$ cat src/rtl/ps2_pkg.sv
// Shared types and constants for the PS/2 host transmit path.
// Latency: n/a (declarations only).
// Backpressure: n/a.
package ps2_pkg;

    typedef enum logic [2:0] {
        IDLE,
        INHIBIT,
        REQ,
        SHIFT,
        ACK,
        WAIT_IDLE
    } ps2_state_t;

    // Device clock falls in one host-to-device frame: 8 data, parity, stop, ack.
    localparam int PS2_FRAME_FALLS = 11;

    localparam logic [7:0] PS2_CMD_SET_LED = 8'hED;
    localparam logic [7:0] PS2_CMD_RESET   = 8'hFF;

    // PS/2 uses odd parity: the parity bit makes the total count of ones odd.
    function automatic logic odd_parity(input logic [7:0] data);
        return ~^data;
    endfunction

endpackage

$ cat src/rtl/ps2_line_filter.sv
// Synchronises one raw PS/2 line and debounces it; reports level and a fall strobe.
// Latency: 2 sync flops + FILTER_LEN equal samples, so raw edge to strobe is 2+FILTER_LEN cycles.
// Backpressure: none; free-running conditioning of an asynchronous input.
module ps2_line_filter #(
    parameter int FILTER_LEN = 8
) (
    input  logic clk_sys,
    input  logic reset_n,
    input  logic line_raw,
    output logic level,
    output logic fall
);

    localparam int CNT_W = $clog2(FILTER_LEN + 1);

    logic             sync1;
    logic             sync2;
    logic [CNT_W-1:0] run_cnt;

    // Two-flop synchroniser; idle bus level is high.
    always_ff @(posedge clk_sys) begin
        if (!reset_n) begin
            sync1 <= 1'b1;
            sync2 <= 1'b1;
        end else begin
            sync1 <= line_raw;
            sync2 <= sync1;
        end
    end

    // Level flips only after FILTER_LEN consecutive samples disagree with it.
    always_ff @(posedge clk_sys) begin
        if (!reset_n) begin
            level   <= 1'b1;
            fall    <= 1'b0;
            run_cnt <= '0;
        end else begin
            fall <= 1'b0;
            if (sync2 == level) begin
                run_cnt <= '0;
            end else if (run_cnt == CNT_W'(FILTER_LEN - 1)) begin
                level   <= sync2;
                fall    <= level;
                run_cnt <= '0;
            end else begin
                run_cnt <= run_cnt + 1'b1;
            end
        end
    end

endmodule

$ cat src/rtl/ps2_host_tx.sv
// Host-to-device PS/2 byte transmitter driving open-drain clock/data via output enables.
// Latency: INHIBIT_CYCLES+1 cycles of clock inhibit, then 11 device clock periods, then bus-idle wait.
// Backpressure: tx_ready high only in IDLE; tx_valid ignored otherwise. Option: PS2_TX_WATCHDOG_EN.
module ps2_host_tx
    import ps2_pkg::*;
#(
    parameter int INHIBIT_CYCLES = 11520,
    parameter int FILTER_LEN     = 8,
    parameter int TIMEOUT_CYCLES = 1920000
) (
    input  logic       clk_sys,
    input  logic       reset_n,
    input  logic [7:0] tx_data,
    input  logic       tx_valid,
    output logic       tx_ready,
    output logic       tx_done,
    output logic       tx_error,
    input  logic       ps2_clk_i,
    input  logic       ps2_data_i,
    output logic       ps2_clk_oe,
    output logic       ps2_data_oe
);

    localparam int INH_W = $clog2(INHIBIT_CYCLES + 1);

    ps2_state_t       state, state_n;
    logic [INH_W-1:0] inh_cnt, inh_cnt_n;
    logic [8:0]       shreg, shreg_n;
    logic [3:0]       bit_cnt, bit_cnt_n;
    logic             ack_q, ack_n;
    logic             data_oe_q, data_oe_n;
    logic             done_c;
    logic             error_c;

    logic             clk_level;
    logic             clk_fall;
    logic             data_level;
    // The data line only needs its level; its fall strobe has no consumer.
    logic             data_fall_unused;

    logic             wd_expired;
`ifdef PS2_TX_WATCHDOG_EN
    localparam int WD_W = $clog2(TIMEOUT_CYCLES + 1);
    logic [WD_W-1:0]  wd_cnt, wd_cnt_n;
    assign wd_expired = (wd_cnt == WD_W'(TIMEOUT_CYCLES));
`else
    assign wd_expired = 1'b0;
`endif

    ps2_line_filter #(.FILTER_LEN(FILTER_LEN)) u_clk_filter (
        .clk_sys  (clk_sys),
        .reset_n  (reset_n),
        .line_raw (ps2_clk_i),
        .level    (clk_level),
        .fall     (clk_fall)
    );

    ps2_line_filter #(.FILTER_LEN(FILTER_LEN)) u_data_filter (
        .clk_sys  (clk_sys),
        .reset_n  (reset_n),
        .line_raw (ps2_data_i),
        .level    (data_level),
        .fall     (data_fall_unused)
    );

    // State and datapath registers; reset releases both lines immediately.
    always_ff @(posedge clk_sys) begin
        if (!reset_n) begin
            state     <= IDLE;
            inh_cnt   <= '0;
            shreg     <= '0;
            bit_cnt   <= '0;
            ack_q     <= 1'b1;
            data_oe_q <= 1'b0;
`ifdef PS2_TX_WATCHDOG_EN
            wd_cnt    <= '0;
`endif
        end else begin
            state     <= state_n;
            inh_cnt   <= inh_cnt_n;
            shreg     <= shreg_n;
            bit_cnt   <= bit_cnt_n;
            ack_q     <= ack_n;
            data_oe_q <= data_oe_n;
`ifdef PS2_TX_WATCHDOG_EN
            wd_cnt    <= wd_cnt_n;
`endif
        end
    end

    // Next-state, frame shifting and completion pulses.
    always_comb begin
        state_n   = state;
        inh_cnt_n = inh_cnt;
        shreg_n   = shreg;
        bit_cnt_n = bit_cnt;
        ack_n     = ack_q;
        data_oe_n = data_oe_q;
        done_c    = 1'b0;
        error_c   = 1'b0;

        case (state)
            IDLE: begin
                data_oe_n = 1'b0;
                bit_cnt_n = '0;
                if (tx_valid) begin
                    shreg_n   = {odd_parity(tx_data), tx_data};
                    inh_cnt_n = '0;
                    state_n   = INHIBIT;
                end
            end
            INHIBIT: begin
                // Device clock activity here is deliberately not examined.
                if (inh_cnt == INH_W'(INHIBIT_CYCLES)) begin
                    state_n = REQ;
                end else begin
                    inh_cnt_n = inh_cnt + 1'b1;
                    // Start bit goes out during the final held-clock cycle.
                    if (inh_cnt == INH_W'(INHIBIT_CYCLES - 1)) begin
                        data_oe_n = 1'b1;
                    end
                end
            end
            REQ: begin
                if (clk_fall) begin
                    data_oe_n = ~shreg[0];
                    shreg_n   = {1'b1, shreg[8:1]};
                    bit_cnt_n = 4'd1;
                    state_n   = SHIFT;
                end
            end
            SHIFT: begin
                if (clk_fall) begin
                    bit_cnt_n = bit_cnt + 1'b1;
                    if (bit_cnt == 4'(PS2_FRAME_FALLS - 2)) begin
                        // Stop bit: release data so the line floats high.
                        data_oe_n = 1'b0;
                        state_n   = ACK;
                    end else begin
                        data_oe_n = ~shreg[0];
                        shreg_n   = {1'b1, shreg[8:1]};
                    end
                end
            end
            ACK: begin
                if (clk_fall) begin
                    ack_n     = data_level;
                    bit_cnt_n = 4'(PS2_FRAME_FALLS);
                    state_n   = WAIT_IDLE;
                end
            end
            WAIT_IDLE: begin
                if (clk_level && data_level) begin
                    done_c  = ~ack_q;
                    error_c = ack_q;
                    state_n = IDLE;
                end
            end
            default: begin
                state_n   = IDLE;
                data_oe_n = 1'b0;
            end
        endcase

`ifdef PS2_TX_WATCHDOG_EN
        wd_cnt_n = wd_cnt;
        if (state == INHIBIT || clk_fall) begin
            wd_cnt_n = '0;
        end else if (state != IDLE && !wd_expired) begin
            wd_cnt_n = wd_cnt + 1'b1;
        end
`endif

        if (wd_expired && (state inside {REQ, SHIFT, ACK, WAIT_IDLE})) begin
            state_n   = IDLE;
            data_oe_n = 1'b0;
            bit_cnt_n = '0;
            done_c    = 1'b0;
            error_c   = 1'b1;
        end
    end

    // Handshake and pulses are masked during reset so a mid-frame reset is silent.
    assign tx_ready    = reset_n & (state == IDLE);
    assign tx_done     = reset_n & done_c;
    assign tx_error    = reset_n & error_c;
    assign ps2_clk_oe  = (state == INHIBIT);
    assign ps2_data_oe = data_oe_q;

endmodule

$ cat config.mk
export PLATFORM = sky130hd
export DESIGN_NAME = ps2_host_tx
export DESIGN_NICKNAME = d
export VERILOG_FILES = /design/src/rtl/ps2_pkg.sv /design/src/rtl/ps2_line_filter.sv /design/src/rtl/ps2_host_tx.sv
export SDC_FILE = /design/constraint.sdc
export NUM_CORES = 1
export LEC_CHECK = 0
export CORE_ASPECT_RATIO = 1.5
export CORE_MARGIN = 3
export CORE_UTILIZATION = 50
export CTS_CLUSTER_DIAMETER = 150
export DETAILED_ROUTE_END_ITERATION = 12
export PLACE_DENSITY = 0.67
export SLEW_MARGIN = 20
export SYNTH_ARGS = -nofsm -noshare
export SYNTH_HDL_FRONTEND = slang
export SYNTH_SLANG_ARGS = --single-unit
$ cat constraint.sdc
create_clock -name clk_sys -period 4.19 [get_ports clk_sys]
set_input_delay 0.838 -clock clk_sys [delete_from_list [all_inputs] [get_ports clk_sys]]
set_output_delay 0.838 -clock clk_sys [all_outputs]
set_load 0.02 [all_outputs]
# Word-level counts from Yosys, hierarchy flattened
# Cells that the tools add are included.
# op_classes
n_addsub	4
eq_ne	22
muxes	30
bitwise_logic	10
n_reduce_logical	18
# ops
cell	n
two-way mux 9 bit	4
equality test 14 bit, second input constant	2
two-way mux 14 bit	2
one-hot mux 14 bit (2 select lines)	1
one-hot mux 9 bit (3 select lines)	1
two-way mux 3 bit	7
one-hot mux 3 bit (6 select lines)	1
one-hot mux 4 bit (4 select lines)	1
adder 14 x 1 -> 14 bit, second input constant	1
adder 4 x 1 -> 4 bit, second input constant	3
two-way mux 4 bit	3
!= test 2 x 1 -> 1 bit, second input constant	5
!= test 2 bit, second input constant	5
AND reduction 5 bit	2
two-way mux 1 bit	9
OR reduction 3 bit	3
equality test 4 x 3 -> 1 bit, second input constant	2
XNOR reduction 8 bit	1
NOT 1 bit	7
AND reduction 7 bit	1
equality test 3 x 2 -> 1 bit, second input constant	2
equality test 3 bit, second input constant	2
AND reduction 2 bit	3
equality test 4 bit, second input constant	1
other kinds (12)	15
# totals
register_bits	47
inputBits	13
out_inout_bits	5
wordCells	99

# Depth between registers and ports, before layout
# Gate-level depths: netlist of the first run.
# depth
depth_word	4
ltp_mapped	8
mapped_depth_nobuf	7

# Modules after synthesis
# From an unflattened synthesis of the first run, not the netlist that was laid out.
# unflattened
hier_cells	286
hier_area_um2	2492.4
# by_module_without_submodules
mod	instances	cells_per_inst	area_per_inst_um2	seq_area_each_um2
ps2_host_tx	1	234	1944.4	640.6
ps2_line_filter	2	26	274.0	160.2

# Worst setup path after synthesis of the first run
# OpenSTA, ideal clock, no wires.
# synth_path
path_kind	input -> output
startpoint	input reset_n
endpoint	output tx_done
arrival_time_ns	1.845
slack_ns	1.507
cell_stages	3
n_path_buf	1
path_cell_list	clkbuf_1 -> nand2_1 -> nor4_1
# synth_via
elab_chain_cells	1
# synth_lines
element	line	source
from (decl)	ps2_host_tx.sv:12	input logic reset_n,
AND 1 bit	ps2_host_tx.sv:185	assign tx_done = reset_n & done_c;
to (decl)	ps2_host_tx.sv:16	output logic tx_done,
# No other way between the ends.

# Worst setup path after layout of the first run
# layout_path
startpoint	input reset_n
endpoint	output tx_ready
# layout_via
elab_chain_cells	1
# layout_lines
element	line	source
AND 1 bit	ps2_host_tx.sv:184	assign tx_ready = reset_n & (state == IDLE);
to (decl)	ps2_host_tx.sv:15	output logic tx_ready,
# No other way between the ends.

==> results.cfg, run 1 <==
[floorplan]
dieHeight_um = 91.2
design.die.area_mm2 = 0.00572
start_util_pct = 52.8
die-width_um = 62.8
io_pins = 18
fp.coreArea_mm2 = 0.00458
placement_rows = 30

[global_route]
grt_start_max_net_pins = 30
via_count_of_the_first_global_routing_pass = 2049
grt_first_pass_wirelength_um = 9060
grt_antenna_before_repair = 0
grt_remaining_overflow = 0
track_usage_pct = 19.6

[pwr]
power.density_cell_area_mw_per_mm2 = 323
post-layout-total-power_mw = 0.871
irDropWorstVdd_uv = 196
total_leakage_power_nw = 0.962

[setup_path]
reg2reg_depth = 5
worst_r2r_startpoint = state[1]
reg2reg_slack_ps = 1940
endpoint_kind = primary output
worstSetupStartpointType = input pin
timing.setup.critical_path_class = in2out
critical_path_arrival_ps = 2450
timing.critical_path.from = reset_n
critPathMaxFanout = 29
crit_required_ps = 3350
critical_path.endpoint = tx_ready
crit-reg2reg-capture = shreg[0]

[layout]
antenna_cells_inserted = 0
drive_gt1_share_pct = 7.48
layout.cells.non_filler = 358
layout_common_cells = 47 x dfxtp_1, 26 x nor2_1, 21 x nand3_1, 18 x nand2_1, 18 x o21ai_0
final_core_util_pct = 58.9
n_fill_cell = 453
areaGrowthSynthToFinish_pct = 11.5
design.final.nets = 312
finish.instance_area_mm2 = 0.00270
layout.cells.most_common = dfxtp_1

[hold_path]
hp-class = reg2reg

[detailed_routing]
dr.pass1.iters = 4
wl_um = 5130
drtAntennaViolNets = 0
routed_via_density = 5.75
count_of_vias_placed_by_the_detailed_router = 2060
dr.first_iter.drc_count = 118
drcViolationCount = 0
wire_per_inst_um = 14.3

[timing]
maxSlewViolCount = 0
maxClockFrequency_mhz = 304
timing.slew.headroom_pct = 43.3
timing.final.hold_violations = 0
post-route-period-util_pct = 78.5
grt_setup_unrepaired = false
finalClockSkew_ps = 5.85
timing.setup.tns_ps = 0
min_period_ps = 3290
tightest_slew_ps = 850
timing.final.setup_violations = 0

[clock_network]
post_cts_resize_count = 0
clkTransAtPathRegs_ps = 90
cts-root-to-sink-buffers = 2
cts-buffers-inserted = 5
ctsRootBufferMaster = clkbuf_8
post_cts_hold_fix_bufs = 0
post_cts.repair.setup_buffers = 0
insertion_delay_ps = 300
tritoncts_clock_tree = yes
numClockSinks = 47
htree_levels = 2

[logic_synthesis]
synth_adder_area_share_pct = 3.10
postSynthRegisterBits = 47
postSynth.asyncResetShare_pct = 0
fraction_of_the_yosys_area_taken_by_sequential_cells_pct = 38.9
synthesized_area_fraction_occupied_by_and_or_nand_nor_cells_pct = 26.3
postSynthNetCount = 300
fraction_of_the_mapped_netlist_area_in_compound_gates_pct = 16.6
synthXorXnorAreaFrac_pct = 5.07
synth.avg_cell_area_um2 = 8.61
muxShareOfSynthArea_pct = 4.60
synth_warnings = 0
combinational_family_with_the_most_area_after_synthesis = simple AND/OR/NAND/NOR gates
ys_dominant_reg_cell = dfxtp_1
syn-cell-area_mm2 = 0.00242
netlist_cell_types = 50
synth_enable_flop_cells = 0
post_synth_inst_count = 281

[place]
placed_cell_area_mm2 = 0.00260
gpl.final_weighted_congestion = 0.914
place.detailed.instances = 350
place.detailed.hpwl_um = 3670
numPortBuffers = 17

[job]
cap_violations = 0

[run_status]
result_of_the_run = finished, final reports clean
stage by stage:
| step | hold slack [ps] | worst slack (ps) |
|---|---|---|
| 6_report | 407 | 900 |
| 5_1_grt | 425 | 783 |
| 4_1_cts | 418 | 889 |
| 3_5_place_dp | 398 | 888 |
| 3_3_place_gp | 392 | 893 |
| 2_1_floorplan | 386 | 1510 |
flip-flops by register name, indices dropped and copies added (netlist names), 3 cells and up:
name,flops
bit_cnt,4
inh_cnt,14
shreg,9
state,3
u_clk_filter.run_cnt,4
u_data_filter.run_cnt,4
power breakdown:
part	leakage [nW]	switching (mW)	total (mW)	internal (mW)
logic	0.532	0.0581	0.103	0.0449
clock network	0.0474	0.158	0.293	0.135
registers	0.383	0.0141	0.475	0.461
logic make-up (layout without fill, tap and decap cells):
| logic type | after synthesis | in the layout |
|---|---|---|
| AND/OR/NAND/NOR | 115 | 115 |
| AO/OA/AOI/OAI | 62 | 62 |
| flip-flops | 47 | 47 |
| buffers and inverters | 26 | 39 |
| XOR/XNOR | 14 | 14 |
| multiplexers | 11 | 11 |
| adder cells (fa/ha/maj) | 6 | 6 |
worst max-delay path, cell delays in order:
cell	delay, ps
clkdlybuf4s50_1	530
buf_4	320
and2_1	170
clkdlybuf4s50_1	600
how the worst min path moves through the flow:
stage / start / to / cells after the start
floorplan: u_clk_filter.sync1 / u_clk_filter.sync2 / 1
finish: u_clk_filter.sync1 / u_clk_filter.sync2 / 1
global route: u_clk_filter.sync1 / u_clk_filter.sync2 / 1
global placement: u_clk_filter.sync1 / u_clk_filter.sync2 / 1
CTS: u_clk_filter.sync1 / u_clk_filter.sync2 / 1
detailed placement: u_clk_filter.sync1 / u_clk_filter.sync2 / 1
metal layers:
metal / part of all wire (%) / GRT usage [%]
met1: 43 / 21.8
met3: 3.2 / 3.84
met5: 0 / 0
met4: 2.3 / 9.39
met2: 52 / 35.2
cell usage after synthesis, types with 3 or more instances:
cell type / number / share of area (%)
nand2_1: 18 / 2.8
a21oi_1: 11 / 2.3
nand3b_1: 5 / 1.6
ha_1: 6 / 3.1
or4_1: 3 / 0.93
o21a_1: 3 / 0.93
nor4_1: 4 / 1.0
nor2b_1: 3 / 0.78
buf_2: 3 / 0.62
clkbuf_1: 6 / 0.93
a211oi_1: 9 / 2.8
buf_6: 3 / 1.4
o211ai_1: 5 / 1.6
nor2_1: 26 / 4.0
dfxtp_1: 47 / 39
and4_1: 3 / 1.1
o21ai_0: 18 / 3.7
nor3_1: 5 / 1.0
and3_1: 4 / 1.0
xor2_1: 7 / 2.5
mux2i_1: 10 / 4.1
inv_1: 11 / 1.7
a31oi_1: 4 / 1.0
nand3_1: 21 / 4.3
nand2b_1: 6 / 1.6
xnor2_1: 7 / 2.5
area by class of cell:
type / count / area (um2) / share of cell area [%]
Clock buffer: 6 / 82.6 / 3.06
Clock inverter: 2 / 16.3 / 0.603
Inverter: 12 / 45.0 / 1.67
Multi-Input combinational cell: 208 / 1350 / 49.9
Sequential cell: 47 / 941 / 34.9
Tap cell: 64 / 80.1 / 2.97
Timing Repair Buffer: 19 / 185 / 6.87
No activity file was read; power rests on OpenSTA's default activity.
==> run 2, diff against run 1 <==
Settings changed: PLACE_DENSITY 0.67 to 0.7.
Clock period 4.19 ns to 3 ns, I/O delays scaled along.
==> run 2 against run 1 <==
  * First-iteration DRC count is 6.8% lower
  * Non-clock buffer count is 2 higher
  * Sequential cell count stayed put
  * Sequential power is 40% higher
  * Clock skew is 1.8 ps lower
  * Critical path depth stayed put
  * Cell count is 0.56% higher
  * Setup slack worse by 610 ps
  * Routed wire length is 0.74% lower
  * Power is 50% higher
  * Clock-buffer cell count stayed put
  * Die area stayed put
  * Highest routed layer unchanged
==> results.cfg, run 2 (synthesized netlist as in run 1, its figures left out) <==
[run_status]
result_of_the_run = finished, final reports clean

[global_route]
track_usage_pct = 19.3
grt_first_pass_wirelength_um = 9030
grt_start_max_net_pins = 19
grt_antenna_before_repair = 0
grt_remaining_overflow = 0
via_count_of_the_first_global_routing_pass = 1982

[layout]
max_flop_register = inh_cnt
reg_top3 = inh_cnt x14, shreg x9
largest_register_ffs = 14
antenna_cells_inserted = 0
n_fill_cell = 445
multi_input_area_mm2 = 0.00135
design.final.nets = 314
areaGrowthSynthToFinish_pct = 13.0
seq_area_um2 = 941
layout.cells.non_filler = 360
drive_gt1_share_pct = 8.11
layout.cells.most_common = dfxtp_1
layout_common_cells = 47 x dfxtp_1, 26 x nor2_1, 21 x nand3_1, 18 x nand2_1, 18 x o21ai_0

[timing]
final.setup.worst_slack_ps = 291
timing.slew.headroom_pct = 58.7
min_period_ps = 2710
maxClockFrequency_mhz = 369
finalClockSkew_ps = 4.02
timing.final.setup_violations = 0
maxSlewViolCount = 0
timing.final.hold_violations = 0
post-route-period-util_pct = 90.3
finalHoldWorstSlack_ps = 419
grt_setup_unrepaired = false
timing.setup.tns_ps = 0
tightest_slew_ps = 619

[detailed_routing]
count_of_vias_placed_by_the_detailed_router = 2096
drtAntennaViolNets = 0
wire_per_inst_um = 14.1
dr.pass1.iters = 6
dr.first_iter.drc_count = 110
drcViolationCount = 0
routed_via_density = 5.82
wl_um = 5090

[floorplan]
die-width_um = 62.8
design.die.area_mm2 = 0.00572
start_util_pct = 52.8
io_pins = 18
placement_rows = 30
dieHeight_um = 91.2
fp.coreArea_mm2 = 0.00458

[pwr]
total_leakage_power_nw = 0.987
irDropWorstVdd_uv = 235
power.density_cell_area_mw_per_mm2 = 477

[clock_network]
post_cts_hold_fix_bufs = 0
clkTransAtPathRegs_ps = 90
numClockSinks = 47
tritoncts_clock_tree = yes
ctsRootBufferMaster = clkbuf_8
htree_levels = 2
cts-buffers-inserted = 5
cts-root-to-sink-buffers = 2
post_cts.repair.setup_buffers = 0
insertion_delay_ps = 300
post_cts_resize_count = 0

[setup_path]
crit_required_ps = 2400
endpoint_kind = primary output
critPathMaxFanout = 3
timing.setup.critical_path_class = in2out
critical_path_arrival_ps = 2110
worstSetupStartpointType = input pin

[hold_path]
hp-class = reg2reg

[place]
place.detailed.hpwl_um = 3610
place.detailed.instances = 352
numPortBuffers = 17
placement.setup.worst_slack_ps = 285
gpl.final_weighted_congestion = 0.833

[job]
cap_violations = 0
-- run 2: worst max-delay path, stage by stage --
cell and delay (ps):
clkdlybuf4s50_1 560, nand2_1 120, nor4_1 170, clkdlybuf4s50_1 650
-- run 2: cell type report --
class                           count  share of cell area [%]
Multi-Input combinational cell    208                    49.2
Sequential cell                    47                    34.4
Timing Repair Buffer               21                    7.32
Clock buffer                        6                    3.02
Tap cell                           64                    2.93
Inverter                           12                    1.65
Clock inverter                      2                    1.42
-- run 2: metal layers --
layer  track usage [%]  vias up  part of all wire (%)
met2              35.1       38                    52
met3              3.09        6                   2.5
met5                 0        -                     0
li1                  -     1055                     -
met4              8.66        0                   1.9
met1              21.9      997                    43
-- run 2: metrics by stage --
| step | utilization [%] | instance area, um2 | power, mW |
|---|---|---|---|
| floorplan | - | 2420 | 0.775 |
| global placement | 57.0 | 2610 | 0.821 |
| detailed placement | 57.0 | 2610 | 0.824 |
| CTS | 59.7 | 2730 | 1.32 |
| global route | 59.7 | 2730 | 1.36 |
| finish | 59.7 | 2730 | 1.30 |
-- run 2: power by group --
part           switching [mW]  internal [mW]  leakage [nW]
logic                  0.0810         0.0636         0.543
registers              0.0199          0.644         0.383
clock network           0.222          0.274        0.0618
-- run 2: path summary, 6_finish.rpt --
check / startpoint / to / slack [ps] / cells past startpoint
min: u_clk_filter.sync1 / u_clk_filter.sync2 / 420 / 1
max: reset_n / tx_error / 290 / 4
min reg2reg: u_clk_filter.sync1 / u_clk_filter.sync2 / 420 / 1
max reg2reg: inh_cnt[0] / inh_cnt[4] / 1010 / 7
==> run 3, diff against run 2 <==
Settings changed: CELL_PAD_IN_SITES_DETAIL_PLACEMENT from default to 1, CELL_PAD_IN_SITES_GLOBAL_PLACEMENT from default to 2, CORE_UTILIZATION 50 to 32, PLACE_DENSITY 0.7 to 0.72.
==> run 3 against run 2 <==
  * Sequential share of layout area shrank 0.37 points
  * Die area grew 51%
  * Final area rose by 1.1%
  * Sequential cell count stayed put
  * Highest routed layer unchanged
  * Largest cell class unchanged
==> results.cfg, run 3 (synthesized netlist as in run 1, its figures left out) <==
[global_route]
grt_start_max_net_pins = 29
grt_remaining_overflow = 0
grt_antenna_before_repair = 0
grt_first_pass_wirelength_um = 10800
track_usage_pct = 15.4
via_count_of_the_first_global_routing_pass = 2231

[place]
gpl.final_weighted_congestion = 0.751
place.detailed.hpwl_um = 4500
place.detailed.instances = 389
placement.setup.worst_slack_ps = 262
numPortBuffers = 17

[clock_network]
post_cts.repair.setup_buffers = 0
ctsRootBufferMaster = clkbuf_8
tritoncts_clock_tree = yes
cts-buffers-inserted = 5
htree_levels = 2
post_cts_resize_count = 0
clkTransAtPathRegs_ps = 90
cts-root-to-sink-buffers = 2
numClockSinks = 47
insertion_delay_ps = 300
post_cts_hold_fix_bufs = 0

[setup_path]
crit_required_ps = 2400
worst-path-buf-inv = 1
worst_path_max_delay_cell = clkdlybuf4s50_1
timing.setup.critical_path_class = reg2out
critical_path.max_stage_delay_ps = 650
critical_path_arrival_ps = 2130
endpoint_kind = primary output
crit_family = buffers and inverters
worst_r2r_startpoint = state[1]
timing.critical_path.from = state[2]
critPathMaxFanout = 14
worstSetupStartpointType = flip-flop
timing.critical_path.cells = nand2b_1 -> nor4_1 -> clkdlybuf4s50_1

[floorplan]
placement_rows = 38
design.die.area_mm2 = 0.00866
io_pins = 18
die-width_um = 77.0
start_util_pct = 33.2
dieHeight_um = 112
fp.coreArea_mm2 = 0.00727

[detailed_routing]
count_of_vias_placed_by_the_detailed_router = 2106
dr.first_iter.drc_count = 51
dr.pass1.iters = 4
routed_via_density = 5.30
drcViolationCount = 0
drtAntennaViolNets = 0
wire_per_inst_um = 15.5
wl_um = 6160

[layout]
n_fill_cell = 873
seq_area_um2 = 941
drive_gt1_share_pct = 8.42
areaGrowthSynthToFinish_pct = 14.3
reg_top3 = inh_cnt x14, shreg x9
design.final.nets = 315
antenna_cells_inserted = 0
multi_input_area_mm2 = 0.00135
layout.cells.non_filler = 397
layout.cells.most_common = dfxtp_1
layout_common_cells = 47 x dfxtp_1, 26 x nor2_1, 21 x nand3_1, 18 x nand2_1, 18 x o21ai_0
max_flop_register = inh_cnt
largest_register_ffs = 14

[run_status]
result_of_the_run = finished, final reports clean

[hold_path]
hold_path.startpoint = u_data_filter.sync1
hp-class = reg2reg

[timing]
grt_setup_unrepaired = false
finalHoldWorstSlack_ps = 417
post-route-period-util_pct = 91.0
timing.setup.tns_ps = 0
maxClockFrequency_mhz = 366
timing.final.setup_violations = 0
tightest_slew_ps = 667
maxSlewViolCount = 0
min_period_ps = 2730
finalClockSkew_ps = 2.62
timing.final.hold_violations = 0
final.setup.worst_slack_ps = 271
timing.slew.headroom_pct = 55.6

[pwr]
irDropWorstVdd_uv = 257
post-layout-total-power_mw = 1.24
power.density_cell_area_mw_per_mm2 = 447
total_leakage_power_nw = 0.977

[job]
cap_violations = 0
[run 3: changes by cell type in the layout (fill, tap and decap cells not counted)]
| cell | change |
|---|---|
| buf_4 | +1 |
| bufinv_16 | -1 |
| clkinv_4 | +1 |
| clkinvlp_4 | +1 |
| inv_6 | -1 |
[run 3: final timing paths]
kind	end	slack, ps	cells after the start
hold reg to reg	u_data_filter.sync2	420	1
hold / removal	u_data_filter.sync2	420	1
setup / recovery	tx_error	270	3
setup reg to reg	shreg[3]	980	6
[run 3: layout make-up]
cell class	count	share of cell area [%]
clock buffer	6	2.99
clock inverter	2	0.589
inverter	12	1.63
multi-input combinational	208	48.7
sequential	47	34.0
tap	100	4.53
timing repair buffer	22	7.51
[run 3: power by group]
group	leakage (nW)	switching [mW]	internal (mW)
logic	0.547	0.0855	0.0657
registers	0.383	0.0204	0.644
clock network	0.0474	0.232	0.189
[run 3: stage by stage]
stage,cell area [um2],utilization [%]
2_1_floorplan,2420,-
3_3_place_gp,2670,36.6
3_5_place_dp,2670,36.6
4_1_cts,2760,38.0
5_1_grt,2760,38.0
6_report,2760,38.0
[run 3: worst register-to-register path, delay by kind of cell (launching register included)]
kind                   cells  cell delay [ps]
AO/OA/AOI/OAI              2              860
AND/OR/NAND/NOR            3              420
flip-flops                 1              370
buffers and inverters      1              280
[run 3: routing by layer]
metal / up-vias / share of wire (%) / track usage, %
met5: - / 0 / 0
li1: 1050 / - / -
met3: 9 / 1.6 / 2.01
met2: 18 / 53 / 29.9
met4: 0 / 3.0 / 6.89
met1: 1029 / 42 / 16.3
